--- src/rtl/cm0_mtx_ahb_master_pkg.sv ---
// Shared AHB-Lite encodings for the matrix initiator (HTRANS, HRESP, HBURST, HSIZE).
package cm0_mtx_ahb_pkg;

    typedef enum logic [1:0] {
        HTRANS_IDLE   = 2'b00,
        HTRANS_BUSY   = 2'b01,
        HTRANS_NONSEQ = 2'b10,
        HTRANS_SEQ    = 2'b11
    } htrans_e;

    typedef enum logic [1:0] {
        HRESP_OKAY  = 2'b00,
        HRESP_ERROR = 2'b01,
        HRESP_RETRY = 2'b10,
        HRESP_SPLIT = 2'b11
    } hresp_e;

    localparam logic [2:0] HBURST_SINGLE = 3'b000;

    localparam logic [2:0] HSIZE_BYTE = 3'b000;
    localparam logic [2:0] HSIZE_HALF = 3'b001;
    localparam logic [2:0] HSIZE_WORD = 3'b010;

endpackage

--- src/rtl/cm0_mtx_ahb_master_if.sv ---
// Request/response port plus AHB initiator signals; 'master' is the bridge view,
// 'slave' is the view of whatever drives requests and models the bus.
interface cm0_mtx_ahb_master_if #(
    parameter int ADDR_W = 32,
    parameter int DATA_W = 32
);
    logic              req_valid;
    logic              req_ready;
    logic              req_write;
    logic [ADDR_W-1:0] req_addr;
    logic [2:0]        req_size;
    logic [DATA_W-1:0] req_wdata;
    logic              rsp_valid;
    logic [DATA_W-1:0] rsp_rdata;
    logic              rsp_error;
    logic              busy;
    logic [ADDR_W-1:0] HADDR;
    logic [1:0]        HTRANS;
    logic              HWRITE;
    logic [2:0]        HSIZE;
    logic [2:0]        HBURST;
    logic [3:0]        HPROT;
    logic              HMASTLOCK;
    logic [DATA_W-1:0] HWDATA;
    logic              HREADY;
    logic [1:0]        HRESP;
    logic [DATA_W-1:0] HRDATA;

    modport master (
        input  req_valid, req_write, req_addr, req_size, req_wdata,
        output req_ready, rsp_valid, rsp_rdata, rsp_error, busy,
        output HADDR, HTRANS, HWRITE, HSIZE, HBURST, HPROT, HMASTLOCK, HWDATA,
        input  HREADY, HRESP, HRDATA
    );

    modport slave (
        output req_valid, req_write, req_addr, req_size, req_wdata,
        input  req_ready, rsp_valid, rsp_rdata, rsp_error, busy,
        input  HADDR, HTRANS, HWRITE, HSIZE, HBURST, HPROT, HMASTLOCK, HWDATA,
        output HREADY, HRESP, HRDATA
    );
endinterface

--- src/rtl/cm0_mtx_ahb_master.sv ---
// Single-transfer AHB initiator with address (A) and data (D) pipeline stages.
// Optional CM0_MTX_AHB_MASTER_ERR_CANCEL_EN: withdraw the queued address phase on ERROR.
module cm0_mtx_ahb_master
    import cm0_mtx_ahb_pkg::*;
#(
    parameter int         ADDR_W    = 32,
    parameter int         DATA_W    = 32,
    parameter logic [3:0] HPROT_VAL = 4'b0011
) (
    input  logic                 HCLK,
    input  logic                 HRESET,
    cm0_mtx_ahb_master_if.master bus
);

    logic              a_valid_q, a_valid_d;
    logic [ADDR_W-1:0] a_addr_q, a_addr_d;
    logic              a_write_q, a_write_d;
    logic [2:0]        a_size_q, a_size_d;
    logic [DATA_W-1:0] a_wdata_q, a_wdata_d;
    logic              d_valid_q, d_valid_d;
    logic              d_write_q, d_write_d;
    logic [DATA_W-1:0] hwdata_q, hwdata_d;
    logic              rsp_valid_q, rsp_valid_d;
    logic [DATA_W-1:0] rsp_rdata_q, rsp_rdata_d;
    logic              rsp_error_q, rsp_error_d;
    logic              resp_err, err1, req_ready, accept;
`ifdef CM0_MTX_AHB_MASTER_ERR_CANCEL_EN
    logic              err1_q, err1_d;
    logic              cancel_pend_q, cancel_pend_d;
    logic              cancel_fire_q, cancel_fire_d;
`endif

    always_comb begin
        resp_err    = (bus.HRESP != HRESP_OKAY);
        // First cycle of a two-cycle error response looks like a wait state.
        err1        = resp_err & ~bus.HREADY;
        req_ready   = ~a_valid_q | (bus.HREADY & ~err1);
`ifdef CM0_MTX_AHB_MASTER_ERR_CANCEL_EN
        err1_d        = err1 & d_valid_q;
        cancel_pend_d = cancel_pend_q;
        cancel_fire_d = 1'b0;
        if (err1 | err1_q) req_ready = 1'b0;
`endif
        accept      = bus.req_valid & req_ready;

        a_valid_d   = a_valid_q;
        a_addr_d    = a_addr_q;
        a_write_d   = a_write_q;
        a_size_d    = a_size_q;
        a_wdata_d   = a_wdata_q;
        d_valid_d   = d_valid_q;
        d_write_d   = d_write_q;
        hwdata_d    = hwdata_q;
        rsp_valid_d = 1'b0;
        rsp_rdata_d = '0;
        rsp_error_d = 1'b0;

        if (bus.HREADY) begin
            d_valid_d = a_valid_q;
            a_valid_d = 1'b0;
            if (a_valid_q) begin
                d_write_d = a_write_q;
                hwdata_d  = a_wdata_q;
            end
            if (d_valid_q) begin
                rsp_valid_d = 1'b1;
                rsp_rdata_d = d_write_q ? '0 : bus.HRDATA;
                rsp_error_d = resp_err;
            end
        end

        if (accept) begin
            a_valid_d = 1'b1;
            a_addr_d  = bus.req_addr;
            a_write_d = bus.req_write;
            a_size_d  = bus.req_size;
            a_wdata_d = bus.req_wdata;
        end

`ifdef CM0_MTX_AHB_MASTER_ERR_CANCEL_EN
        if (err1 & d_valid_q & a_valid_q) begin
            a_valid_d     = 1'b0;
            cancel_pend_d = 1'b1;
        end
        // The withdrawn request answers one cycle after the faulted one.
        if (cancel_pend_q & bus.HREADY & d_valid_q) begin
            cancel_pend_d = 1'b0;
            cancel_fire_d = 1'b1;
        end
        if (cancel_fire_q) begin
            rsp_valid_d = 1'b1;
            rsp_rdata_d = '0;
            rsp_error_d = 1'b1;
        end
`endif
    end

    always_ff @(posedge HCLK) begin
        if (HRESET) begin
            a_valid_q   <= 1'b0;
            a_addr_q    <= '0;
            a_write_q   <= 1'b0;
            a_size_q    <= '0;
            a_wdata_q   <= '0;
            d_valid_q   <= 1'b0;
            d_write_q   <= 1'b0;
            hwdata_q    <= '0;
            rsp_valid_q <= 1'b0;
            rsp_rdata_q <= '0;
            rsp_error_q <= 1'b0;
        end else begin
            a_valid_q   <= a_valid_d;
            a_addr_q    <= a_addr_d;
            a_write_q   <= a_write_d;
            a_size_q    <= a_size_d;
            a_wdata_q   <= a_wdata_d;
            d_valid_q   <= d_valid_d;
            d_write_q   <= d_write_d;
            hwdata_q    <= hwdata_d;
            rsp_valid_q <= rsp_valid_d;
            rsp_rdata_q <= rsp_rdata_d;
            rsp_error_q <= rsp_error_d;
        end
    end

`ifdef CM0_MTX_AHB_MASTER_ERR_CANCEL_EN
    always_ff @(posedge HCLK) begin
        if (HRESET) begin
            err1_q        <= 1'b0;
            cancel_pend_q <= 1'b0;
            cancel_fire_q <= 1'b0;
        end else begin
            err1_q        <= err1_d;
            cancel_pend_q <= cancel_pend_d;
            cancel_fire_q <= cancel_fire_d;
        end
    end
`endif

    assign bus.req_ready = req_ready;
    assign bus.rsp_valid = rsp_valid_q;
    assign bus.rsp_rdata = rsp_rdata_q;
    assign bus.rsp_error = rsp_error_q;
    assign bus.busy      = a_valid_q | d_valid_q;
    assign bus.HTRANS    = a_valid_q ? HTRANS_NONSEQ : HTRANS_IDLE;
    assign bus.HADDR     = a_addr_q;
    assign bus.HWRITE    = a_write_q;
    assign bus.HSIZE     = a_size_q;
    assign bus.HWDATA    = hwdata_q;
    assign bus.HBURST    = HBURST_SINGLE;
    assign bus.HPROT     = HPROT_VAL;
    assign bus.HMASTLOCK = 1'b0;

endmodule

--- src/flat_wrapper.sv ---
// flat-port wrapper written by rule: the top's interface ports become plain ports
module cm0_mtx_ahb_master_flat import cm0_mtx_ahb_pkg::*;
#(
    parameter int         ADDR_W    = 32,
    parameter int         DATA_W    = 32,
    parameter logic [3:0] HPROT_VAL = 4'b0011
)
  (HCLK, HRESET, bus_req_valid, bus_req_write, bus_req_addr, bus_req_size, bus_req_wdata, bus_req_ready, bus_rsp_valid, bus_rsp_rdata, bus_rsp_error, bus_busy, bus_HADDR, bus_HTRANS, bus_HWRITE, bus_HSIZE, bus_HBURST, bus_HPROT, bus_HMASTLOCK, bus_HWDATA, bus_HREADY, bus_HRESP, bus_HRDATA);
  cm0_mtx_ahb_master_if #(.ADDR_W(ADDR_W), .DATA_W(DATA_W)) bus_i ();
  input  logic HCLK;
  input  logic HRESET;
  input wire logic [$bits(bus_i.req_valid)-1:0] bus_req_valid;
  input wire logic [$bits(bus_i.req_write)-1:0] bus_req_write;
  input wire logic [$bits(bus_i.req_addr)-1:0] bus_req_addr;
  input wire logic [$bits(bus_i.req_size)-1:0] bus_req_size;
  input wire logic [$bits(bus_i.req_wdata)-1:0] bus_req_wdata;
  output wire logic [$bits(bus_i.req_ready)-1:0] bus_req_ready;
  output wire logic [$bits(bus_i.rsp_valid)-1:0] bus_rsp_valid;
  output wire logic [$bits(bus_i.rsp_rdata)-1:0] bus_rsp_rdata;
  output wire logic [$bits(bus_i.rsp_error)-1:0] bus_rsp_error;
  output wire logic [$bits(bus_i.busy)-1:0] bus_busy;
  output wire logic [$bits(bus_i.HADDR)-1:0] bus_HADDR;
  output wire logic [$bits(bus_i.HTRANS)-1:0] bus_HTRANS;
  output wire logic [$bits(bus_i.HWRITE)-1:0] bus_HWRITE;
  output wire logic [$bits(bus_i.HSIZE)-1:0] bus_HSIZE;
  output wire logic [$bits(bus_i.HBURST)-1:0] bus_HBURST;
  output wire logic [$bits(bus_i.HPROT)-1:0] bus_HPROT;
  output wire logic [$bits(bus_i.HMASTLOCK)-1:0] bus_HMASTLOCK;
  output wire logic [$bits(bus_i.HWDATA)-1:0] bus_HWDATA;
  input wire logic [$bits(bus_i.HREADY)-1:0] bus_HREADY;
  input wire logic [$bits(bus_i.HRESP)-1:0] bus_HRESP;
  input wire logic [$bits(bus_i.HRDATA)-1:0] bus_HRDATA;
  assign bus_i.req_valid = bus_req_valid;
  assign bus_i.req_write = bus_req_write;
  assign bus_i.req_addr = bus_req_addr;
  assign bus_i.req_size = bus_req_size;
  assign bus_i.req_wdata = bus_req_wdata;
  assign bus_req_ready = bus_i.req_ready;
  assign bus_rsp_valid = bus_i.rsp_valid;
  assign bus_rsp_rdata = bus_i.rsp_rdata;
  assign bus_rsp_error = bus_i.rsp_error;
  assign bus_busy = bus_i.busy;
  assign bus_HADDR = bus_i.HADDR;
  assign bus_HTRANS = bus_i.HTRANS;
  assign bus_HWRITE = bus_i.HWRITE;
  assign bus_HSIZE = bus_i.HSIZE;
  assign bus_HBURST = bus_i.HBURST;
  assign bus_HPROT = bus_i.HPROT;
  assign bus_HMASTLOCK = bus_i.HMASTLOCK;
  assign bus_HWDATA = bus_i.HWDATA;
  assign bus_i.HREADY = bus_HREADY;
  assign bus_i.HRESP = bus_HRESP;
  assign bus_i.HRDATA = bus_HRDATA;
  cm0_mtx_ahb_master #(.ADDR_W(ADDR_W), .DATA_W(DATA_W), .HPROT_VAL(HPROT_VAL)) u_core (.HCLK(HCLK), .HRESET(HRESET), .bus(bus_i));
endmodule
--- config.mk ---
export PLATFORM = sky130hd
export DESIGN_NAME = cm0_mtx_ahb_master_flat
export DESIGN_NICKNAME = d
export VERILOG_FILES = /design/src/rtl/cm0_mtx_ahb_master_pkg.sv /design/src/rtl/cm0_mtx_ahb_master_if.sv /design/src/rtl/cm0_mtx_ahb_master.sv /design/src/flat_wrapper.sv
export SDC_FILE = /design/constraint.sdc
export NUM_CORES = 1
export LEC_CHECK = 0
export CAP_MARGIN = 15
export CORE_MARGIN = 4
export CORE_UTILIZATION = 42
export DETAILED_ROUTE_END_ITERATION = 8
export GPL_TIMING_DRIVEN = 0
export PLACE_DENSITY = 0.84
export SLEW_MARGIN = 0
export SYNTH_ARGS = -nofsm -noshare
export SYNTH_HDL_FRONTEND = slang
export SYNTH_SLANG_ARGS = --single-unit
--- constraint.sdc ---
create_clock -name HCLK -period 1.5 [get_ports HCLK]
set_clock_uncertainty 0.05 [all_clocks]
set_input_delay 0.15 -clock HCLK [delete_from_list [all_inputs] [get_ports HCLK]]
set_output_delay 0.15 -clock HCLK [all_outputs]
set_load 0.005 [all_outputs]
# Word level (Yosys, flattened, before mapping)
# Index checks and enable logic that the tools add are counted.
dict set report word_totals {
  ramBits 0
  output_inout_bits 114
  memories 0
  ff_bits 137
  mem_bits_ro 0
  latchBits 0
  wordCells 30
  in_bits 106
}
dict set report classes {
  magnitude_cmp 0
  multipliers 0
  n_addsub 0
  bitwise_logic 9
  reduce_logical 6
  shifts 0
  n_eq_ne 0
  n_div 0
  n_mux 4
}
# cell count
set ops {}
lappend ops {{1-bit NOT} 4}
lappend ops {{2-bit nonzero test} 2}
lappend ops {{4-bit OR reduction} 1}
lappend ops {{1-bit bitwise AND} 3}
lappend ops {{1-bit two-way mux} 3}
lappend ops {{3-bit OR reduction} 1}
lappend ops {{2-bit two-way mux} 1}
lappend ops {{1-bit bitwise OR} 2}
lappend ops {{2-bit AND reduction} 1}
lappend ops {{2-bit OR reduction} 1}

# Longest topological paths before layout
# Gate-level depths: netlist (run 1).
dict set report depth {
  word_depth 7
  mapped_depth 5
  mapped_depth_nobuf 3
}

# Worst setup path after synthesis (run 1)
# OpenSTA, ideal clock, no wires.
dict set report synth_path {
  kind {flip-flop to flip-flop}
  start {reg u_core.a_valid_q}
  end {reg u_core.a_wdata_q[0]}
  arrival_time_ns 1.010
  path_slack_ns 0.370
  period_less_slack_ns 1.130
  n_path_buf 2
  required_time_ns 1.380
  setup_time_ns 0.070
  path_stages_with_launch 6
  path_cell_list {dfxtp_1 -> nand2b_4 -> buf_6 -> buf_6 -> a21bo_1 -> a21oi_1}
}
dict set report synth_between {
  elab_chain_cells 3
}
# item line_no
set synth_lines {}
lappend synth_lines {{from (decl)} cm0_mtx_ahb_master.sv:15} ;# logic a_valid_q, a_valid_d;
lappend synth_lines {{from (signal assigned)} cm0_mtx_ahb_master.sv:112} ;# a_valid_q <= a_valid_d;
lappend synth_lines {{1-bit NOT} cm0_mtx_ahb_master.sv:37} ;# req_ready = ~a_valid_q | (bus.HREADY & ~err1);
lappend synth_lines {{1-bit bitwise OR} cm0_mtx_ahb_master.sv:37}
lappend synth_lines {{1-bit bitwise AND} cm0_mtx_ahb_master.sv:44} ;# accept = bus.req_valid & req_ready;
lappend synth_lines {{to (signal assigned)} cm0_mtx_ahb_master.sv:116} ;# a_wdata_q <= a_wdata_d;
lappend synth_lines {{to (decl)} cm0_mtx_ahb_master.sv:19} ;# logic [DATA_W-1:0] a_wdata_q, a_wdata_d;
# No other way between the ends.
# A chain may end at the register's enable or synchronous reset.

# Worst setup path after layout (run 1)
dict set report layout_path {
  start {reg u_core.a_addr_q[19], in the netlist u_core.bus.HADDR[19]}
  end {out bus_HADDR[19]}
}
# item line_no
set layout_rtl {}
lappend layout_rtl {{from (decl)} cm0_mtx_ahb_master.sv:16} ;# logic [ADDR_W-1:0] a_addr_q, a_addr_d;
lappend layout_rtl {{from (signal assigned)} cm0_mtx_ahb_master.sv:113} ;# a_addr_q <= a_addr_d;
lappend layout_rtl {{to (decl)} flat_wrapper.sv:22} ;# output wire logic [$bits(bus_i.HADDR)-1:0] bus_HADDR;
# No word-level cell between the ends.

==> run_results.csv, run 1 <==
group,metric,value,unit
cts,cts_buffer_depth,2,
pwr,power.share.clock,48.6,%
cts,clock-root-buffer,"clkbuf_16",
yosys,synth_top_family_by_area,"compound AO/OA/AOI/OAI gates",
yosys,synth-seq-area-share,53.3,%
floorplanning,die_w,119,µm
layout,diodes,0,
pwr,power_frac_comb,10.3,%
pwr,vdd_drop_max,0.000771,V
yosys,synth.most_common_cell,"dfxtp_1",
sta,setup_ws,0.0258,ns
floorplanning,die_h,119,µm
yosys,synth_ff_type,"dfxtp_1",
cts,cts_max_level,4,
yosys,synthTopCellsByArea,"dfxtp_1, a21oi_1, a21bo_1, nand3_1, nand2_1",
routing,firstDrtPassIters,5,
grt,grt_overflow_total,0,
critical_path,crit_chain,"clkdlybuf4s50_1",
run,maxCapViolations,0,
worst_hold_path,hp-class,"primary input to register",
critical_path,worst-path-buf-inv,1,
yosys,yosys.area.top_type,"dfxtp_1",
pwr,leakagePower,3.54,nW
routing,vias_per_cell,5.01,
floorplanning,initial_core_util,42.9,%
routing,via_count,4718,
critical_path,reg2reg_from,"u_core.a_valid_q$_SDFFE_PP0P_",
cts,clock-sinks,137,
sta,hold_viol,0,
grt,grt_antenna_before_repair,0,
yosys,synth_edf_count,0,
floorplanning,rows,40,
layout,nNetsFinal,888,
layout,drive_above_1_share,11.6,%
yosys,synth-simple-area-share,16.4,%
critical_path,cp-startpoint,"u_core.bus.HADDR[19]$_SDFFE_PP0P_",
yosys,async_reset_ff_share,0,%
yosys,yosys_warnings,0,
cts,numCtsBuffers,17,
critical_path,required,1.30,ns
placed_design,hpwl,11.5,mm
yosys,muxShareOfSynthArea,0,%
yosys,synth_compound_area_share,23.4,%
layout,fin_area,0.00815,mm²
floorplanning,core,0.0120,mm²
sta,timing.hold.ws,0.160,ns
yosys,syn_area_per_cell,9.40,µm²
placed_design,gp_congestion,0.816,
yosys,syn_inst,548,
worst_hold_path,hold_depth,3,
sta,fin_crit,1.47,ns
routing,drt-total-wl,15.5,mm
sta,setup_viol,0,
sta,drv_slew,0,
floorplanning,ios,220,
sta,fin_crit_sh,98.3,%
routing,drc,0,
cts,cts_tree,"done",
status,run_status,"completed",
critical_path,cp_slowest_cell,"clkdlybuf4s50_1",
grt,grt_max_degree,19,
grt,grt_pass1_vias,4887,
grt,grt_pass1_wl,24.5,mm
critical_path,regToRegSetupSlack,0.13,ns
yosys,synth_top_area_share,53.3,%
critical_path,critPathCaptureType,"output pin",
yosys,ys_types,20,
critical_path,crit_arrival,1.27,ns
critical_path,path_max_fanout,2,
critical_path,cpPeakStageDelay,0.52,ns
pwr,switchingPower,2.01,mW
worst_hold_path,min-delay-start,"HRESET",
cts,path_clk_slew,0.06,ns
layout,areaGrowthSynthToFinish,58.3,%
placed_design,placed_cell_area,0.00744,mm²
critical_path,rr_endpoint,"u_core.a_wdata_q[19]$_SDFFE_PP0P_",
worst_hold_path,hold_path_end,"u_core.bus.rsp_rdata[14]$_SDFF_PP0_",
pwr,pwr-share-seq,41.2,%
yosys,ys_seq_elements,137,
grt,grt.total_usage,21.9,%
critical_path,start_kind,"register",
yosys,synthAdderAreaFrac,0,%
yosys,syn-cell-area,0.00515,mm²
pwr,swShare,21.6,%
yosys,synth_common_cells,"dfxtp_1, a21oi_1, nand2_1, nand3_1, a21bo_1",
critical_path,critical_path_class,"register to output pin",
sta,max_freq,678,MHz
placed_design,port_buffers,208,
cts,cts_hold_buf,0,
floorplanning,die_area,0.0141,mm²
critical_path,r2r.worst_path.cells,6,
routing,wire_per_inst,16.5,µm
pwr,p_per_area,1150,mW/mm²
pwr,power,9.34,mW
placed_design,pre_cts_ws,-0.448,ns
routing,drtAntennaViolNets,0,
critical_path,crit_family,"buffers and inverters",
cts,clock_latency,0.41,ns
routing,drtIter0Drc,252,
yosys,synth-xor-area-share,0,%
pwr,internal_power,7.33,mW
==> routing by layer <==
| metal | wire, µm | track usage (%) |
|---|---|---|
| met2 | 7590 | 36.1 |
| met1 | 6020 | 24.4 |
| met4 | 450 | 10.1 |
| met3 | 1460 | 9.33 |
| met5 | 0 | 0 |
==> layout by cell type, fill, tap and decap left out, types with 17 or more instances in the layout <==
| master | instances |
|---|---|
| clkdlybuf4s50_1 | 172 |
| dfxtp_1 | 133 |
| a21oi_1 | 103 |
| nand2_1 | 68 |
| nand3_1 | 68 |
| a21bo_1 | 50 |
| and2_1 | 33 |
| clkbuf_1 | 23 |
| dlymetal6s2s_1 | 23 |
| a21bo_2 | 18 |
| clkbuf_16 | 17 |
==> registers in the layout, indices dropped and copies added (netlist names) <==
register,cells
u_core.bus.HSIZE,3
u_core.bus.HWRITE,1
u_core.d_write_q,1
u_core.d_valid_q,1
u_core.a_wdata_q,32
u_core.a_valid_q,1
u_core.bus.rsp_rdata,32
u_core.bus.rsp_error,1
u_core.bus.HADDR,32
u_core.bus.HWDATA,32
u_core.bus.rsp_valid,1
==> stage by stage <==
| stage | setup TNS [ns] | util (%) | cells |
|---|---|---|---|
| after global placement | -14.33 | 61.9 | 910 |
| after detailed placement | -20.34 | 61.9 | 910 |
| after CTS | 0 | 67.3 | 942 |
| after floorplan | 0 | - | 555 |
| final | 0 | 67.9 | 942 |
| after global routing | -0.0359 | 67.9 | 942 |
==> timing repair <==
item                       CTS  global route
gates cloned                 0             0
setup endpoints to repair   15            62
gates resized for setup     22            33
setup buffers                1             0
==> area by class of cell <==
type                       instances  area, µm²
buffer                            61        359
clock buffer                      19        443
clock inverter                    13        200
fill                             925       3860
inverter                           1       3.75
multi-input combinational        355       2080
sequential                       137       2750
tap                              147        184
timing repair buffer             209       2130
==> cell families (layout without fill, tap and decap cells) <==
kind of cell / Yosys count / after routing
DFF: 137 / 137
and+or+nand+nor: 174 / 174
AOI/OAI and AO/OA: 172 / 172
buffers and inverters: 63 / 303
other: 2 / 9
==> how the worst max path moves through the flow <==
stage          slack [ns]  cells after the start                            endpoint
3_3_place_gp        -0.42                      5                       bus_req_ready
3_5_place_dp        -0.45                      5                       bus_req_ready
5_1_grt             -0.01                      4  u_core.bus.HWDATA[11]$_SDFFE_PP0P_
6_report             0.03                      1                       bus_HADDR[19]
2_1_floorplan        0.37                      5    u_core.a_wdata_q[0]$_SDFFE_PP0P_
4_1_cts             0.002                      1                       bus_HWDATA[0]
==> power groups by stage <==
stage               combinational [mW]  clock, mW  sequential (mW)
floorplan                        0.412          0             3.91
global placement                 0.948          0             3.91
detailed placement               0.971          0             3.92
CTS                              0.969       4.60             3.84
global route                      1.04       4.73             3.86
finish                           0.961       4.53             3.84
Power figures use the tool's default switching activity.
==> inputs of run 2 (changes only) <==
ABC_CLOCK_PERIOD_IN_PS = 1500   (was not set)
==> results of run 2 <==
Final layout, timing and power as in run 1 (identical DEF).
